--- src/rtl/ifetch_unit_if.sv ---
// Fetch-stage bundle: IMEM req/gnt/rvalid channel, redirect input and decode valid/ready output.
// master = fetch unit side, slave = memory/core environment side.
interface ifetch_unit_if;
    logic        imem_req;
    logic [31:0] imem_addr;
    logic        imem_gnt;
    logic        imem_rvalid;
    logic [31:0] imem_rdata;
    logic        redirect_valid;
    logic [31:0] redirect_pc;
    logic        if_valid;
    logic [31:0] if_instr;
    logic [31:0] if_pc;
    logic        if_ready;

    modport master (
        output imem_req, imem_addr, if_valid, if_instr, if_pc,
        input  imem_gnt, imem_rvalid, imem_rdata, redirect_valid, redirect_pc, if_ready
    );

    modport slave (
        input  imem_req, imem_addr, if_valid, if_instr, if_pc,
        output imem_gnt, imem_rvalid, imem_rdata, redirect_valid, redirect_pc, if_ready
    );
endinterface

--- src/rtl/ifetch_unit.sv ---
// Instruction fetch: owns the fetch PC, issues IMEM reads, buffers {pc,instr} in an in-order FIFO.
// Latency: gnt N -> if_valid N+2 (N+1 with IFETCH_BYPASS_EN defined, same-cycle rdata bypass).
// Backpressure: requests stop when FIFO occupancy plus live in-flight reads reaches DEPTH.
module ifetch_unit #(
    parameter logic [31:0] RESET_PC = 32'h0000_0000,
    parameter int          DEPTH    = 4
) (
    input  logic          clk,
    input  logic          rst_n,
    ifetch_unit_if.master bus
);
    localparam int AW = $clog2(DEPTH);
    localparam int CW = AW + 1;
    localparam int OW = AW + 6;

    typedef struct packed {
        logic [31:0] pc;
        logic [31:0] instr;
    } entry_t;

    entry_t          fifo_mem [DEPTH];
    logic [31:0]     fetch_pc;
    logic [31:0]     resp_pc;
    logic [AW-1:0]   rd_ptr;
    logic [AW-1:0]   wr_ptr;
    logic [CW-1:0]   count;
    logic [OW-1:0]   outstanding;
    logic [OW-1:0]   discard;
    logic [OW-1:0]   credit_used;
    logic [OW-1:0]   inflight_next;
    logic            fire;
    logic            resp_ok;
    logic            resp_drop;
    logic            resp_keep;
    logic            empty;
    logic            bypass;
    logic            push;
    logic            pop;
    logic            req;

    always_comb begin
        empty         = (count == '0);
        resp_ok       = bus.imem_rvalid && (outstanding != '0);
        resp_drop     = resp_ok && (discard != '0);
        resp_keep     = resp_ok && (discard == '0);
`ifdef IFETCH_BYPASS_EN
        bypass        = resp_keep && empty && bus.if_ready && !bus.redirect_valid;
`else
        bypass        = 1'b0;
`endif
        push          = resp_keep && !bypass;
        pop           = !empty && bus.if_ready;
        // Discarded reads are still counted in outstanding but will never occupy the FIFO.
        credit_used   = OW'(count) + outstanding - discard;
        req           = rst_n && !bus.redirect_valid && (credit_used < OW'(DEPTH));
        fire          = req && bus.imem_gnt;
        inflight_next = outstanding - OW'(resp_ok);
    end

    assign bus.imem_req  = req;
    assign bus.imem_addr = fetch_pc;
    assign bus.if_valid  = !empty || bypass;
    assign bus.if_instr  = bypass ? bus.imem_rdata : fifo_mem[rd_ptr].instr;
    assign bus.if_pc     = bypass ? resp_pc       : fifo_mem[rd_ptr].pc;

    always_ff @(posedge clk or negedge rst_n) begin
        if (!rst_n) begin
            fetch_pc    <= RESET_PC;
            resp_pc     <= RESET_PC;
            rd_ptr      <= '0;
            wr_ptr      <= '0;
            count       <= '0;
            outstanding <= '0;
            discard     <= '0;
            for (int i = 0; i < DEPTH; i++) begin
                fifo_mem[i] <= '0;
            end
        end else if (bus.redirect_valid) begin
            fetch_pc    <= bus.redirect_pc & ~32'd3;
            resp_pc     <= bus.redirect_pc & ~32'd3;
            rd_ptr      <= '0;
            wr_ptr      <= '0;
            count       <= '0;
            outstanding <= inflight_next;
            // Every read still in flight after this edge is wrong-path. Pending discards are
            // already part of outstanding, so they are not added a second time.
            discard     <= inflight_next;
        end else begin
            if (fire) begin
                fetch_pc <= fetch_pc + 32'd4;
            end
            outstanding <= outstanding + OW'(fire) - OW'(resp_ok);
            if (resp_drop) begin
                discard <= discard - OW'(1);
            end
            if (push) begin
                fifo_mem[wr_ptr] <= '{pc: resp_pc, instr: bus.imem_rdata};
                wr_ptr           <= wr_ptr + AW'(1);
            end
            if (push || bypass) begin
                resp_pc <= resp_pc + 32'd4;
            end
            if (pop) begin
                rd_ptr <= rd_ptr + AW'(1);
            end
            count <= count + CW'(push) - CW'(pop);
        end
    end
endmodule

--- src/flat_wrapper.sv ---
// flat-port wrapper written by rule: the top's interface ports become plain ports
module ifetch_unit_flat 
#(
    parameter logic [31:0] RESET_PC = 32'h0000_0000,
    parameter int          DEPTH    = 4
)
  (clk, rst_n, bus_imem_req, bus_imem_addr, bus_if_valid, bus_if_instr, bus_if_pc, bus_imem_gnt, bus_imem_rvalid, bus_imem_rdata, bus_redirect_valid, bus_redirect_pc, bus_if_ready);
  ifetch_unit_if bus_i ();
  input  logic clk;
  input  logic rst_n;
  output wire logic [$bits(bus_i.imem_req)-1:0] bus_imem_req;
  output wire logic [$bits(bus_i.imem_addr)-1:0] bus_imem_addr;
  output wire logic [$bits(bus_i.if_valid)-1:0] bus_if_valid;
  output wire logic [$bits(bus_i.if_instr)-1:0] bus_if_instr;
  output wire logic [$bits(bus_i.if_pc)-1:0] bus_if_pc;
  input wire logic [$bits(bus_i.imem_gnt)-1:0] bus_imem_gnt;
  input wire logic [$bits(bus_i.imem_rvalid)-1:0] bus_imem_rvalid;
  input wire logic [$bits(bus_i.imem_rdata)-1:0] bus_imem_rdata;
  input wire logic [$bits(bus_i.redirect_valid)-1:0] bus_redirect_valid;
  input wire logic [$bits(bus_i.redirect_pc)-1:0] bus_redirect_pc;
  input wire logic [$bits(bus_i.if_ready)-1:0] bus_if_ready;
  assign bus_imem_req = bus_i.imem_req;
  assign bus_imem_addr = bus_i.imem_addr;
  assign bus_if_valid = bus_i.if_valid;
  assign bus_if_instr = bus_i.if_instr;
  assign bus_if_pc = bus_i.if_pc;
  assign bus_i.imem_gnt = bus_imem_gnt;
  assign bus_i.imem_rvalid = bus_imem_rvalid;
  assign bus_i.imem_rdata = bus_imem_rdata;
  assign bus_i.redirect_valid = bus_redirect_valid;
  assign bus_i.redirect_pc = bus_redirect_pc;
  assign bus_i.if_ready = bus_if_ready;
  ifetch_unit #(.RESET_PC(RESET_PC), .DEPTH(DEPTH)) u_core (.clk(clk), .rst_n(rst_n), .bus(bus_i));
endmodule
--- config.mk ---
export PLATFORM = sky130hd
export DESIGN_NAME = ifetch_unit_flat
export DESIGN_NICKNAME = d
export VERILOG_FILES = /design/src/rtl/ifetch_unit_if.sv /design/src/rtl/ifetch_unit.sv /design/src/flat_wrapper.sv
export SDC_FILE = /design/constraint.sdc
export NUM_CORES = 1
export LEC_CHECK = 0
export BUFFER_PORTS_ARGS = -buffer_cell sky130_fd_sc_hd__buf_2
export CAP_MARGIN = 10
export CELL_PAD_IN_SITES_DETAIL_PLACEMENT = 0
export CELL_PAD_IN_SITES_GLOBAL_PLACEMENT = 1
export CORE_MARGIN = 4
export CORE_UTILIZATION = 28
export CTS_BUF_LIST = sky130_fd_sc_hd__clkbuf_16
export DETAILED_ROUTE_END_ITERATION = 8
export PLACE_DENSITY = 0.51
export SLEW_MARGIN = 20
export SYNTH_ARGS = -nofsm -noshare
export SYNTH_HDL_FRONTEND = slang
export SYNTH_SLANG_ARGS = --single-unit
--- constraint.sdc ---
create_clock -name clk -period 5.1 [get_ports clk]
set_input_delay 0.255 -clock clk [delete_from_list [all_inputs] [get_ports clk]]
set_output_delay 0.255 -clock clk [all_outputs]
set_load 0.02 [all_outputs]
==> qor.csv, run 1 <==
stage,metric,value,unit
setup_path,worst-path fanout max,5,
clock_network,clk sinks,331,
synthesis,synthesized netlist cell count,1286,
final_layout,"most common cell after layout, fill and taps aside",dfrtp_1,
setup_path,"Req. time, crit path",5.59,ns
synthesis,ranking of synthesized cells by area,"dfrtp_1, mux2_2, mux4_2, ha_1, xnor2_1",
synthesis,register area share after synthesis,49.8,%
final_layout,Nets,1581,
floorplan,I/O pins,168,
sta,pin slew with the least headroom to its limit,0.946,ns
synthesis,Synth Area in Simple Gates,8.89,%
route,WL final,45100,um
final_layout,antenna cells,0,
clock_network,CTS tree,done,
placement,GP Congestion,0.769,
sta,Slew Limit Headroom,36.9,%
power,P_leak,0.00933,uW
synthesis,Synth Warn #,0,
clock_network,Inserted Clock Buffers,42,
synthesis,Synth Area in XOR/XNOR,2.78,%
setup_path,Setup crit end kind,register,
power,Logic pwr share,30.1,%
synthesis,largest family of logic cells by synthesized area,multiplexers,
power,cell area power density,428,mW/mm^2
grt,GRT Util Overall,14.3,%
synthesis,"FF+latch count, synth",331,
setup_path,CP max-delay cell,or4b_2,
sta,Setup-failing EPs final,0,
sta,worst setup margin,0.744,ns
route,Pre-antenna DRT Iters,4,
job,Max-cap violations,0,
sta,fin crit period,4.36,ns
sta,final hold vios,0,
route,via/cell ratio,4.80,
floorplan,num rows,89,
synthesis,ys flop type,dfrtp_1,
clock_network,H-Tree Depth,2,
synthesis,complex-gate fraction of the synthesized area,6.14,%
hold_path,Min-Delay Path Class,in2reg,
synthesis,Post-Synth Adder-Cell Area,3.11,%
power,Clock Power Share,33.8,%
placement,port bufs,161,
synthesis,Yosys top cell area share,49.8,%
clock_network,cts repair resizes,0,
route,DR vias,10939,
synthesis,Mapped Area,0.0166,sq mm
clock_network,worst skew pair latency,0.57,ns
run_status,status,"finished, final reports clean",
sta,Slew Limit Fails,0,
final_layout,most frequent cells in the layout,"dfrtp_1, mux2_2, buf_2",
final_layout,share of cells above drive strength 1,37.9,%
setup_path,CP Cell Sequence,inv_1 > fa_1 > inv_1 > ha_1 > a21oi_2 > a21oi_1 > or3_4 > a211oi_4 > and3_1 > ha_1 > a21oi_1 > o21bai_1 > a21oi_1 > o31a_1 > or4b_2 > nand3_1,
setup_path,crit path kind,reg2reg,
power,VDD IR max,0.273,mV
grt,largest net degree at the start of global routing,165,
floorplan,Die Span Y,252,um
synthesis,syn_area_per_cell,12.9,sq um
grt,GRT overflow,0,
sta,Final period util,85.4,%
synthesis,asr flop ratio synth,100,%
synthesis,Post-synth EDFFs,0,
sta,RSZ-0062 raised after global routing,false,
clock_network,root buf cell,clkbuf_16,
floorplan,total core area,0.0589,sq mm
route,Wirelength per Cell,19.8,um
synthesis,Synth area leader,dfrtp_1,
placement,Post-Place Worst Slack,0.764,ns
route,drt drc,0,
setup_path,arrival time worst endpoint,4.84,ns
route,DRT iter0 DRCs,587,
clock_network,Worst-path clk slew,0.06,ns
power,P_int,5540,uW
grt,wire length of the first global-routing pass,71700,um
sta,Worst Skew,0.0208,ns
power,Sequential Power Share,36.1,%
floorplan,Total Die Area,0.0634,sq mm
setup_path,Worst Setup Start Kind,register,
setup_path,cell with the most instances on the worst path,a21oi_1,
final_layout,Area Overhead vs Synth,19.8,%
setup_path,Worst path max stage delay,0.60,ns
placement,Post-DP HPWL,30100,um
synthesis,Synth cell types,74,
sta,Sum Neg Setup Slack,0,ns
floorplan,Starting Density,28.2,%
synthesis,mux cell area share after synthesis,25.4,%
sta,Fmax,230,MHz
floorplan,DIE WIDTH,252,um
clock_network,Max clock buf depth,3,
route,number of antenna-violating nets in the routed design,0,
power,switching power,2980,uW
power,Sw Ratio,35.0,%
grt,initial antenna violation count,1,
grt,vias in the first global route,11880,
==> worst paths after layout <==
kind	startpoint	endpoint	slack [ns]	cells after the start
worst max-delay path	u_core.outstanding[2]$_DFF_PN0_	u_core.outstanding[7]$_DFF_PN0_	0.74	16
worst min-delay path	bus_redirect_pc[26]	u_core.resp_pc[26]$_DFFE_PN0N_	0.02	3
worst max register to register	u_core.outstanding[2]$_DFF_PN0_	u_core.outstanding[7]$_DFF_PN0_	0.74	16
worst min register to register	u_core.fifo_mem[181]$_DFFE_PN0P_	u_core.fifo_mem[181]$_DFFE_PN0P_	0.48	1
max in group asynchronous	rst_n	u_core.rd_ptr[0]$_DFFE_PN0P_	3.49	3
min in group asynchronous	rst_n	u_core.fifo_mem[200]$_DFFE_PN0P_	0.22	2
==> what timing repair did <==
item	CTS	global route
endpoints found under the hold margin	187	0
hold buffers	43	0
buffers inserted	0	0
==> critical path: cells and delay by family (launching register included) <==
kind                       cells  cell delay, ns
AOI/OAI and AO/OA              7            1.34
adders and majority gates      3            1.05
buffers and inverters          2            0.17
DFF                            1            0.38
and+or+nand+nor                4            1.34
==> cell usage after synthesis, drive strengths merged, types with 2 or more instances <==
cell type and number:
a311oi 3, buf 52, ha 35, or4b 2, nand4 16, nand2b 12, dfrtp 331, nor3b 4
fa 4, nor3 25, o21a 3, a31oi 3, or2 15, mux2 248, nor4 13, xor2 6
a41oi 15, xnor2 46, and3 22, o21bai 4, a211oi 23, mux4 62, a21oi 39, a21boi 15
o31ai 9, a221oi 2, and2 9, o311a 2, nand2 32, o21ai 11, nor2b 2, or3 5
clkbuf 33, inv 52, and3b 2, o211a 2, and4 6, nand3 32, mux2i 3, nor2 71
==> logic make-up after synthesis <==
logic type | Yosys count
AOI/OAI and AO/OA | 139
xor gates and xnor gates | 52
adders and majority gates | 39
buffers and inverters | 137
DFF | 331
muxes | 313
other | 1
and+or+nand+nor | 274
==> sequential cells by signal (all words and copies together) (netlist names) <==
signal / cells
u_core.count: 3
u_core.bus.imem_addr: 30
u_core.rd_ptr: 2
u_core.outstanding: 8
u_core.wr_ptr: 2
u_core.resp_pc: 30
u_core.fifo_mem: 248
u_core.discard: 8
==> metal layers <==
layer  global-route usage [%]  vias up  part of all wire [%]
li1                         -     5070                     -
met1                     20.2     5640                    48
met2                     23.1      174                    47
met3                     2.77       55                   4.1
met4                     2.98        0                   1.6
met5                        0        -                     0
==> per-stage QoR <==
| stage | cells | util [%] | total power (uW) | instance area (sq um) | hold WS (ns) |
|---|---|---|---|---|---|
| 3_3_place_gp | 2158 | 30.9 | 5670 | 18200 | 0.230 |
| 4_1_cts | 2278 | 33.8 | 8690 | 19900 | 0.00395 |
| 2_1_floorplan | 1289 | - | 4920 | 16600 | -0.0406 |
| 3_5_place_dp | 2158 | 30.9 | 5700 | 18200 | 0.231 |
| 6_report | 2278 | 33.8 | 8520 | 19900 | 0.0163 |
| 5_1_grt | 2278 | 33.8 | 9090 | 19900 | 0.0106 |
==> power groups by stage <==
stage	clock network, uW	logic [uW]	registers (uW)
3_3_place_gp	0	2540	3130
5_1_grt	3110	2850	3120
4_1_cts	2990	2600	3090
3_5_place_dp	0	2560	3140
2_1_floorplan	0	1950	2970
6_report	2880	2570	3080
==> area by class of cell <==
type | count | area [sq um]
clock buffers | 42 | 1050
clock inverters | 35 | 275
fillers | 5844 | 39000
inverters | 52 | 195
multi-input cells | 821 | 7740
flip-flops and latches | 331 | 8290
well taps | 773 | 967
repair buffers | 224 | 1420
Note: power is estimated with default switching activity, not from simulation.
==> inputs of run 2 (changes only) <==
Settings changed: ABC_AREA set to 1, PLACE_DENSITY 0.51 to 0.55.
==> qor.csv, run 2 <==
stage,metric,value,unit
floorplan,Die Span Y,254,um
grt,initial antenna violation count,0,
placement,port bufs,161,
sta,Slew Limit Headroom,28.6,%
clock_network,worst skew pair latency,0.58,ns
power,overall power,9940,uW
final_layout,max reg flops,248,
power,VDD IR max,0.221,mV
setup_path,cell with the most instances on the worst path,buf_4,
clock_network,clk sinks,331,
sta,pin slew with the least headroom to its limit,1.07,ns
power,switching power,3920,uW
floorplan,total core area,0.0595,sq mm
power,Sw Ratio,39.5,%
clock_network,Inserted Clock Buffers,41,
setup_path,crit path kind,reg2out,
power,cell area power density,495,mW/mm^2
synthesis,Yosys top cell area share,48.9,%
sta,Worst Skew,0.0241,ns
final_layout,Nets,2396,
floorplan,I/O pins,168,
clock_network,Worst-path clk slew,0.06,ns
setup_path,Worst path max stage delay,0.97,ns
synthesis,syn_area_per_cell,7.95,sq um
hold_path,Min-Delay Path Class,in2reg,
route,DRT iter0 DRCs,920,
synthesis,Synth area leader,dfrtp_1,
grt,GRT Util Overall,16.3,%
power,P_leak,0.00976,uW
synthesis,ys flop type,dfrtp_1,
power,P_int,6020,uW
setup_path,Setup crit end kind,primary output,
sta,Hold Slack,0.0353,ns
synthesis,Synth cell types,40,
setup_path,Worst Setup Start Kind,register,
grt,largest net degree at the start of global routing,134,
setup_path,CP Cell Sequence,clkinv_2 > buf_4 > buf_4 > o21ai_0 > o22ai_1 > buf_2,
final_layout,antenna cells,0,
route,number of antenna-violating nets in the routed design,0,
final_layout,"most common cell after layout, fill and taps aside",nand2_1,
synthesis,ranking of synthesized cells by area,"dfrtp_1, nand2_1, o21ai_1, o21ai_0, nor2_1",
sta,fin crit period,3.84,ns
setup_path,Worst Path Buf+Inv,4,
clock_network,root buf cell,clkbuf_16,
setup_path,CP max-delay cell,clkinv_2,
power,Clock Power Share,30.4,%
clock_network,H-Tree Depth,2,
placement,GP Congestion,0.821,
setup_path,"Req. time, crit path",4.85,ns
route,via/cell ratio,4.77,
sta,Sum Neg Setup Slack,0,ns
route,drt drc,0,
sta,Fmax,261,MHz
synthesis,Mapped Area,0.0169,sq mm
power,Logic pwr share,36.7,%
setup_path,arrival time worst endpoint,3.58,ns
synthesis,Synth Warn #,0,
final_layout,most frequent cells in the layout,"nand2_1, dfrtp_1, o21ai_1",
final_layout,fin util,33.8,%
floorplan,Starting Density,28.5,%
setup_path,worst-path fanout max,63,
clock_network,CTS tree,done,
synthesis,Post-synth EDFFs,0,
sta,final hold vios,0,
synthesis,register area share after synthesis,48.9,%
job,Max-cap violations,0,
synthesis,asr flop ratio synth,100,%
grt,GRT overflow,0,
clock_network,buffer count from post-CTS setup fixing,0,
clock_network,Max clock buf depth,3,
sta,Final period util,75.3,%
grt,vias in the first global route,14689,
synthesis,Synth top cells by count,"nand2_1, dfrtp_1, o21ai_1",
synthesis,"FF+latch count, synth",331,
final_layout,share of cells above drive strength 1,11.7,%
run_status,status,"finished, final reports clean",
route,WL final,52500,um
placement,Post-DP HPWL,32900,um
floorplan,DIE WIDTH,254,um
synthesis,synthesized netlist cell count,2133,
grt,wire length of the first global-routing pass,83800,um
power,Sequential Power Share,32.9,%
sta,Setup-failing EPs final,0,
floorplan,Total Die Area,0.0645,sq mm
route,Wirelength per Cell,17.0,um
final_layout,Biggest register,u_core.fifo_mem,
route,DR vias,14749,
setup_path,critical path's top delay family,buffers and inverters,
final_layout,Area Overhead vs Synth,18.5,%
synthesis,most frequent cell after synthesis,nand2_1,
sta,RSZ-0062 raised after global routing,false,
sta,Slew Limit Fails,0,
route,Pre-antenna DRT Iters,5,
floorplan,num rows,89,
-- run 2: worst min-delay path: cells and delay by family --
kind / cells / cell delay, ns
AOI/OAI and AO/OA: 1 / 0.12
and+or+nand+nor: 1 / 0.11
buffers and inverters: 1 / 0.08
-- run 2: kinds of logic (layout without fill, tap and decap cells) --
logic type / count (synthesis) / count (layout) / share of synthesized area, %
simple gates: 899 / 899 / 21.6
compound gates: 548 / 548 / 17.3
flops: 331 / 331 / 48.9
buf+inv: 291 / 475 / 7.90
fa+ha+maj: 39 / 39 / 3.06
xor+xnor: 24 / 24 / 1.24
other cells: 1 / 4 / 0.0221
-- run 2: metrics by stage --
stage | cell area [sq um] | setup WS [ns] | instances
2_1_floorplan | 17000 | 1.55 | 2136
3_3_place_gp | 18200 | 1.34 | 2966
3_5_place_dp | 18200 | 1.36 | 2966
4_1_cts | 20100 | 1.09 | 3093
5_1_grt | 20100 | 0.951 | 3093
6_report | 20100 | 1.26 | 3093
-- run 2: what timing repair did --
action / CTS / global route
hold endpoints to repair: 213 / 0
hold buffers: 51 / 0
resized for setup: 0 / 0
-- run 2: path summary, 6_finish.rpt --
check                      slack, ns                          endpoint  cells past startpoint                        startpoint
min in group asynchronous       0.27  u_core.fifo_mem[135]$_DFFE_PN0P_                      2                             rst_n
max in group asynchronous       2.84    u_core.resp_pc[12]$_DFFE_PN0N_                      4                             rst_n
max reg2reg                     1.43   u_core.outstanding[6]$_DFF_PN0_                     26   u_core.outstanding[2]$_DFF_PN0_
min reg2reg                     0.48  u_core.fifo_mem[191]$_DFFE_PN0P_                      2  u_core.fifo_mem[191]$_DFFE_PN0P_
min                             0.04    u_core.resp_pc[22]$_DFFE_PN0N_                      3               bus_redirect_pc[22]
max                             1.26                  bus_if_instr[26]                      6      u_core.rd_ptr[0]$_DFFE_PN0P_
-- run 2: power groups by stage --
stage	registers [uW]	clock network [uW]	logic, uW
2_1_floorplan	3240	0	2510
3_3_place_gp	3310	0	3700
3_5_place_dp	3320	0	3690
5_1_grt	3320	3260	4170
6_report	3270	3030	3640
4_1_cts	3270	3150	3740
-- run 2: cell type report --
class | instances | area (sq um)
multi-input combinational | 1514 | 7340
fill | 6358 | 39400
inverter | 169 | 642
tap | 773 | 967
clock inverter | 35 | 354
sequential | 331 | 8290
timing repair buffer | 230 | 1470
clock buffer | 41 | 1030
-- run 2: routing by layer --
metal  global-route usage (%)  up-vias  share of wire (%)
li1                         -     7358                  -
met1                     22.9     7038                 48
met2                     26.3      291                 45
met3                     2.89       62                4.4
met4                     3.61        0                1.8
met5                        0        -                  0
